`config.mk`:
```
export PLATFORM = sky130hd
export DESIGN_NAME = vga_stream_sequencer_flat
export DESIGN_NICKNAME = d
export VERILOG_FILES = /design/src/rtl/vga_stream_sequencer_pkg.sv /design/src/rtl/vga_stream_sequencer_if.sv /design/src/rtl/vga_stream_sequencer_sync_2ff.sv /design/src/rtl/vga_stream_sequencer.sv /design/src/flat_wrapper.sv
export SDC_FILE = /design/constraint.sdc
export NUM_CORES = 1
export LEC_CHECK = 0
export ABC_AREA = 1
export CAP_MARGIN = 10
export CORE_ASPECT_RATIO = 0.75
export CORE_MARGIN = 2
export CORE_UTILIZATION = 32
export CTS_BUF_LIST = sky130_fd_sc_hd__clkbuf_4
export CTS_CLUSTER_DIAMETER = 100
export DETAILED_ROUTE_END_ITERATION = 10
export PLACE_DENSITY_LB_ADDON = 0.25
export SLEW_MARGIN = 20
export SYNTH_ARGS = -nofsm -noshare
export SYNTH_HDL_FRONTEND = slang
export SYNTH_SLANG_ARGS = --single-unit
```
`constraint.sdc`:
```
create_clock -name pixel_clk -period 3.3 [get_ports pixel_clk]
set_clock_uncertainty 0.15 [all_clocks]
set_input_delay 0.495 -clock pixel_clk [delete_from_list [all_inputs] [get_ports pixel_clk]]
set_output_delay 0.495 -clock pixel_clk [all_outputs]
set_load 0.02 [all_outputs]
```
`src/rtl/vga_stream_sequencer_pkg.sv`:
```
// Shared types and widths for the VGA stream sequencer.
package vga_stream_pkg;
  localparam int FIFO_DW = 32;
  localparam int RGB_W   = 24;

  typedef enum logic [2:0] {IDLE, FILL, ARMED, STREAM, DRAIN} seq_state_t;
endpackage

```
`src/rtl/vga_stream_sequencer_if.sv`:
```
// Framebuffer FIFO read-port bundle; master = sequencer, slave = FIFO.
interface vga_stream_sequencer_if;
  import vga_stream_pkg::*;

  logic [FIFO_DW-1:0] fifo_rdata;
  logic               fifo_rempty;
  logic               fifo_walmost_full;
  logic               fifo_read;
  logic               fifo_flush;

  modport master (
    input  fifo_rdata, fifo_rempty, fifo_walmost_full,
    output fifo_read, fifo_flush
  );

  modport slave (
    output fifo_rdata, fifo_rempty, fifo_walmost_full,
    input  fifo_read, fifo_flush
  );
endinterface

```
`src/rtl/vga_stream_sequencer_sync_2ff.sv`:
```
// Generic 1-bit two-flop synchroniser with asynchronous active-high reset.
module sync_2ff (
  input  logic i_clk,
  input  logic i_rst,
  input  logic i_d,
  output logic o_q
);
  logic r_meta;
  logic r_sync;

  always_ff @(posedge i_clk or posedge i_rst) begin
    if (i_rst) begin
      r_meta <= 1'b0;
      r_sync <= 1'b0;
    end else begin
      r_meta <= i_d;
      r_sync <= r_meta;
    end
  end

  assign o_q = r_sync;
endmodule

```
`src/rtl/vga_stream_sequencer.sv`:
```
// Pixel-domain sequencer: primes the framebuffer FIFO, pops one word per active pixel, resyncs on faults.
// Build option VGA_UNDERFLOW_COLOR_EN paints UNDERFLOW_RGB on active pixels while draining.
module vga_stream_sequencer
  import vga_stream_pkg::*;
#(
  parameter int               HDISP         = 800,
  parameter int               VDISP         = 480,
  parameter int               FLUSH_CYCLES  = 4,
  parameter logic [RGB_W-1:0] UNDERFLOW_RGB = 24'hFF00FF,
  parameter int               CNT_W         = 16
) (
  input  logic                   pixel_clk,
  input  logic                   pixel_rst,
  input  logic                   pix_active,
  input  logic                   frame_start,
  vga_stream_sequencer_if.master fifo,
  output logic                   stream_restart,
  output logic [RGB_W-1:0]       rgb,
  output logic                   streaming,
  output logic [CNT_W-1:0]       underflow_cnt
);
  localparam int NPIX  = HDISP * VDISP;
  localparam int PIX_W = (NPIX > 1) ? $clog2(NPIX) : 1;
  localparam int FC_W  = (FLUSH_CYCLES > 1) ? $clog2(FLUSH_CYCLES) : 1;
  localparam logic [PIX_W-1:0] PIX_LAST   = PIX_W'(NPIX - 1);
  localparam logic [FC_W-1:0]  FLUSH_LAST = FC_W'(FLUSH_CYCLES - 1);
`ifdef VGA_UNDERFLOW_COLOR_EN
  localparam bit FILL_EN = 1'b1;
`else
  localparam bit FILL_EN = 1'b0;
`endif

  seq_state_t       r_state, w_next;
  logic [FC_W-1:0]  r_flush_cnt, w_flush_cnt_nx;
  logic [PIX_W-1:0] r_pix_cnt, w_pix_cnt_nx;
  logic [RGB_W-1:0] r_rgb, w_fill;
  logic [CNT_W-1:0] r_uf_cnt;
  logic             w_read, w_resync, w_afull_s;
  logic             w_unused_rdata;

  sync_2ff u_afull_sync (
    .i_clk (pixel_clk),
    .i_rst (pixel_rst),
    .i_d   (fifo.fifo_walmost_full),
    .o_q   (w_afull_s)
  );

  always_comb begin
    w_next         = r_state;
    w_flush_cnt_nx = r_flush_cnt;
    w_pix_cnt_nx   = r_pix_cnt;
    w_read         = 1'b0;
    w_resync       = 1'b0;
    case (r_state)
      IDLE: begin
        if (r_flush_cnt == FLUSH_LAST) begin
          w_flush_cnt_nx = '0;
          w_next         = FILL;
        end else begin
          w_flush_cnt_nx = r_flush_cnt + 1'b1;
        end
      end
      FILL:  if (w_afull_s) w_next = ARMED;
      ARMED: begin
        if (frame_start && pix_active && !fifo.fifo_rempty) begin
          w_read       = 1'b1;
          w_pix_cnt_nx = PIX_W'(1);
          w_next       = STREAM;
        end
      end
      STREAM: begin
        w_read = pix_active && !fifo.fifo_rempty;
        if (w_read) w_pix_cnt_nx = (r_pix_cnt == PIX_LAST) ? '0 : r_pix_cnt + 1'b1;
        // Misalignment wins over a coincident underflow and is counted once.
        if (frame_start && (r_pix_cnt != '0)) begin
          w_resync = 1'b1;
          w_next   = IDLE;
        end else if (pix_active && fifo.fifo_rempty) begin
          w_resync = 1'b1;
          w_next   = DRAIN;
        end
      end
      DRAIN:   if (frame_start) w_next = IDLE;
      default: w_next = IDLE;
    endcase
  end

  assign w_fill = (FILL_EN && (r_state == DRAIN)) ? UNDERFLOW_RGB : '0;

  always_ff @(posedge pixel_clk or posedge pixel_rst) begin
    if (pixel_rst) begin
      r_state     <= IDLE;
      r_flush_cnt <= '0;
      r_pix_cnt   <= '0;
      r_rgb       <= '0;
      r_uf_cnt    <= '0;
    end else begin
      r_state     <= w_next;
      r_flush_cnt <= w_flush_cnt_nx;
      r_pix_cnt   <= w_pix_cnt_nx;
      r_rgb       <= w_read ? fifo.fifo_rdata[RGB_W-1:0] : (pix_active ? w_fill : '0);
      if (w_resync && (r_uf_cnt != '1)) r_uf_cnt <= r_uf_cnt + 1'b1;
    end
  end

  assign fifo.fifo_read  = w_read;
  assign fifo.fifo_flush = (r_state == IDLE);
  assign stream_restart  = (r_state == IDLE);
  assign streaming       = (r_state == STREAM);
  assign rgb             = r_rgb;
  assign underflow_cnt   = r_uf_cnt;
  assign w_unused_rdata  = ^fifo.fifo_rdata[FIFO_DW-1:RGB_W];
endmodule

```
`src/flat_wrapper.sv`:
```
// flat-port wrapper written by rule: the top's interface ports become plain ports
module vga_stream_sequencer_flat import vga_stream_pkg::*;
#(
  parameter int               HDISP         = 800,
  parameter int               VDISP         = 480,
  parameter int               FLUSH_CYCLES  = 4,
  parameter logic [RGB_W-1:0] UNDERFLOW_RGB = 24'hFF00FF,
  parameter int               CNT_W         = 16
)
  (pixel_clk, pixel_rst, pix_active, frame_start, stream_restart, rgb, streaming, underflow_cnt, fifo_fifo_rdata, fifo_fifo_rempty, fifo_fifo_walmost_full, fifo_fifo_read, fifo_fifo_flush);
  vga_stream_sequencer_if fifo_i ();
  input  logic pixel_clk;
  input  logic pixel_rst;
  input  logic pix_active;
  input  logic frame_start;
  output logic stream_restart;
  output logic [RGB_W-1:0] rgb;
  output logic streaming;
  output logic [CNT_W-1:0] underflow_cnt;
  input wire logic [$bits(fifo_i.fifo_rdata)-1:0] fifo_fifo_rdata;
  input wire logic [$bits(fifo_i.fifo_rempty)-1:0] fifo_fifo_rempty;
  input wire logic [$bits(fifo_i.fifo_walmost_full)-1:0] fifo_fifo_walmost_full;
  output wire logic [$bits(fifo_i.fifo_read)-1:0] fifo_fifo_read;
  output wire logic [$bits(fifo_i.fifo_flush)-1:0] fifo_fifo_flush;
  assign fifo_i.fifo_rdata = fifo_fifo_rdata;
  assign fifo_i.fifo_rempty = fifo_fifo_rempty;
  assign fifo_i.fifo_walmost_full = fifo_fifo_walmost_full;
  assign fifo_fifo_read = fifo_i.fifo_read;
  assign fifo_fifo_flush = fifo_i.fifo_flush;
  vga_stream_sequencer #(.HDISP(HDISP), .VDISP(VDISP), .FLUSH_CYCLES(FLUSH_CYCLES), .UNDERFLOW_RGB(UNDERFLOW_RGB), .CNT_W(CNT_W)) u_core (.pixel_clk(pixel_clk), .pixel_rst(pixel_rst), .pix_active(pix_active), .frame_start(frame_start), .fifo(fifo_i), .stream_restart(stream_restart), .rgb(rgb), .streaming(streaming), .underflow_cnt(underflow_cnt));
endmodule
```
==> flow_summary.json <==
{
  "status": "complete, no violations",
  "holdWs_ns": 0.211,
  "clk_pin_slew_ns": 0.10,
  "slew_headroom_pct": 44.4,
  "dr.first_iter.drc_count": 193,
  "rsz0062_at_grt": "no",
  "grt_pass1_vias": 2913,
  "io_buffers": 73,
  "vias": 3030,
  "p_int_mw": 1.48,
  "ys_warn_count": 0,
  "hpwl_mm": 5.77,
  "cts_hold_buf": 0,
  "avgSynthCellArea_um2": 7.58,
  "die_x_um": 123,
  "worst_r2r_endpoint": "u_core.r_pix_cnt[3]",
  "drive_gt1_share_pct": 4.73,
  "ys_ff_latch": 66,
  "viasPerCell": 4.56,
  "area_delta_synth_final_pct": 29.5,
  "num_antenna_cells": 0,
  "powerDensity_mw_per_mm2": 544,
  "cts_buffers": 9,
  "max-cap-violations": 0,
  "io_pins": 82,
  "antenna_found_initial": 0,
  "place.gp.congestion": 0.845,
  "drtAntennaViolNets": 0,
  "routedWlPerCell_um": 12.2,
  "start_util_pct": 32.9,
  "crit_fanout": 5,
  "finalSetupViolations": 0,
  "clk_path_buf_depth": 2,
  "htree_levels": 3,
  "swShare_pct": 37.7,
  "firstDrtPassIters": 4,
  "cp.arrival_ns": 2.03,
  "grt_max_degree": 67,
  "core-area_mm2": 0.0103,
  "min_period_ns": 2.68,
  "row_count": 32,
  "leakagePower_nw": 2.15,
  "syn-cell-area_mm2": 0.00338,
  "min_from": "u_core.u_afull_sync.r_meta",
  "synthSimpleGateAreaFrac_pct": 33.0,
  "p_seq_share_pct": 44.7,
  "track_usage_pct": 15.4,
  "synth_top_family_by_area": "simple AND/OR/NAND/NOR gates",
  "reg2reg_depth": 10,
  "yosys.area_share.xor_xnor_pct": 4.66,
  "hold_depth": 0,
  "most-common-layout-cells": "nand2_1 (116), nor2_1 (79), clkdlybuf4s50_1 (73)",
  "cts_tree": "yes",
  "clkLatencyLatePin_ns": 0.42,
  "synthAdderAreaFrac_pct": 1.48,
  "cts_sinks": 66,
  "fin_tns_setup_ns": 0,
  "hold_viol_final": 0,
  "p_comb_share_pct": 33.7,
  "r2r-start": "u_core.r_pix_cnt[0]",
  "power_mw": 2.38,
  "postCtsSetupBuffers": 0,
  "synth_mux_area_share_pct": 0,
  "tightest_slew_ns": 0.834,
  "peakVddDrop_v": 0.000237,
  "worstPathRequired_ns": 2.65,
  "max_freq_mhz": 373,
  "hold_end": "u_core.u_afull_sync.o_q",
  "critical_path_class": "flip-flop to output pin",
  "finish.net_count": 567,
  "layout_commonest_cell": "nand2_1",
  "seq_area_frac_synth_pct": 48.9,
  "pwr-share-clk_pct": 21.6,
  "fillers": 1031,
  "fp.dieH_um": 93.0,
  "synthDistinctLibCells": 27,
  "cp-end-kind": "output pin",
  "syn_inst": 446,
  "grt_overflow_total": 0,
  "drc": 0,
  "finalMaxSlewViolations": 0,
  "period_share_pct": 81.2,
  "hold_class": "flip-flop to flip-flop",
  "synth_compound_area_share_pct": 2.81,
  "syn_nets": 488,
  "p_sw_mw": 0.898,
  "reg2reg_slack_ns": 1.22,
  "cts_root_buf": "clkbuf_4",
  "die_area_mm2": 0.0114,
  "totalWireLength_mm": 8.10,
  "cp-start-kind": "flip-flop",
  "cts_resized": 0,
  "grt_pass1_wl_mm": 13.7
}
[cell usage after synthesis, drive strengths merged]
cell / n / area [um^2]
nand3b: 1 / 7.51
o22ai: 1 / 6.26
nor3b: 1 / 7.51
or2: 1 / 6.26
nand2: 118 / 453
xnor2: 7 / 61.3
a22oi: 1 / 7.51
o21ai: 10 / 53.8
nand3: 43 / 215
nor3: 7 / 35.0
xor2: 11 / 96.3
o211ai: 1 / 7.51
nor2: 81 / 309
ha: 4 / 50.1
o21bai: 2 / 15.0
buf: 9 / 56.3
a21oi: 1 / 5.00
dfrtp: 66 / 1650
inv: 68 / 255
nand4: 13 / 81.3
[final cells by class]
cell class	count	area, um^2	share of cell area [%]
sequential	66	1650	37.7
multi-input combinational	303	1420	32.4
timing repair buffer	77	761	17.4
inverter	68	255	5.83
tap	136	170	3.89
clock buffer	10	75.1	1.72
clock inverter	5	46.3	1.06
[layer usage]
metal	track usage, %	vias to the layer above	wire length [um]
li1	-	1531	-
met1	20.0	1393	3840
met2	22.2	95	3340
met3	7.87	11	795
met4	4.79	0	127
met5	0	-	0
[state kept, by name (all words and copies together), names as in the netlist]
| signal | cells |
|---|---|
| u_core.r_flush_cnt | 2 |
| u_core.r_pix_cnt | 19 |
| u_core.r_state | 3 |
| u_core.rgb | 24 |
| u_core.u_afull_sync.o_q | 1 |
| u_core.u_afull_sync.r_meta | 1 |
| u_core.underflow_cnt | 16 |
[per-stage QoR]
stage	setup WS [ns]	cells	cell area, um^2	util, %
after floorplan	1.00	446	3380	-
final	0.622	665	4380	42.5
after global placement	0.663	650	4260	41.4
after detailed placement	0.644	650	4260	41.4
after global routing	0.413	665	4380	42.5
after CTS	0.542	665	4380	42.5
[worst max path at each step]
stage	start	endpoint	slack, ns	cells after the start
floorplan	pixel_rst	u_core.r_flush_cnt[0]	1.00	1
global placement	pix_active	fifo_fifo_read	0.66	6
detailed placement	pix_active	fifo_fifo_read	0.64	6
CTS	u_core.r_state[0]	fifo_fifo_flush	0.54	4
global route	u_core.r_state[0]	fifo_fifo_flush	0.41	4
finish	u_core.r_state[0]	fifo_fifo_flush	0.62	4
[kinds of logic after synthesis]
kind of cell | after synthesis
buffers and inverters | 77
AOI/OAI and AO/OA | 16
DFF | 66
adders and majority gates | 4
and+or+nand+nor | 265
xor gates and xnor gates | 18
[power groups by stage]
stage | clock network, mW | logic [mW] | registers (mW)
2_1_floorplan | 0 | 0.497 | 1.09
3_3_place_gp | 0 | 0.790 | 1.07
3_5_place_dp | 0 | 0.809 | 1.08
4_1_cts | 0.534 | 0.812 | 1.06
5_1_grt | 0.567 | 0.911 | 1.09
6_report | 0.514 | 0.803 | 1.06
[critical path, stage by stage, from the launching register on]
cell,delay (ns)
dfrtp_1,0.42
inv_1,0.15
nand2_1,0.10
nor2_1,0.28
clkdlybuf4s50_1,0.67
No activity file was read; power rests on OpenSTA's default activity.
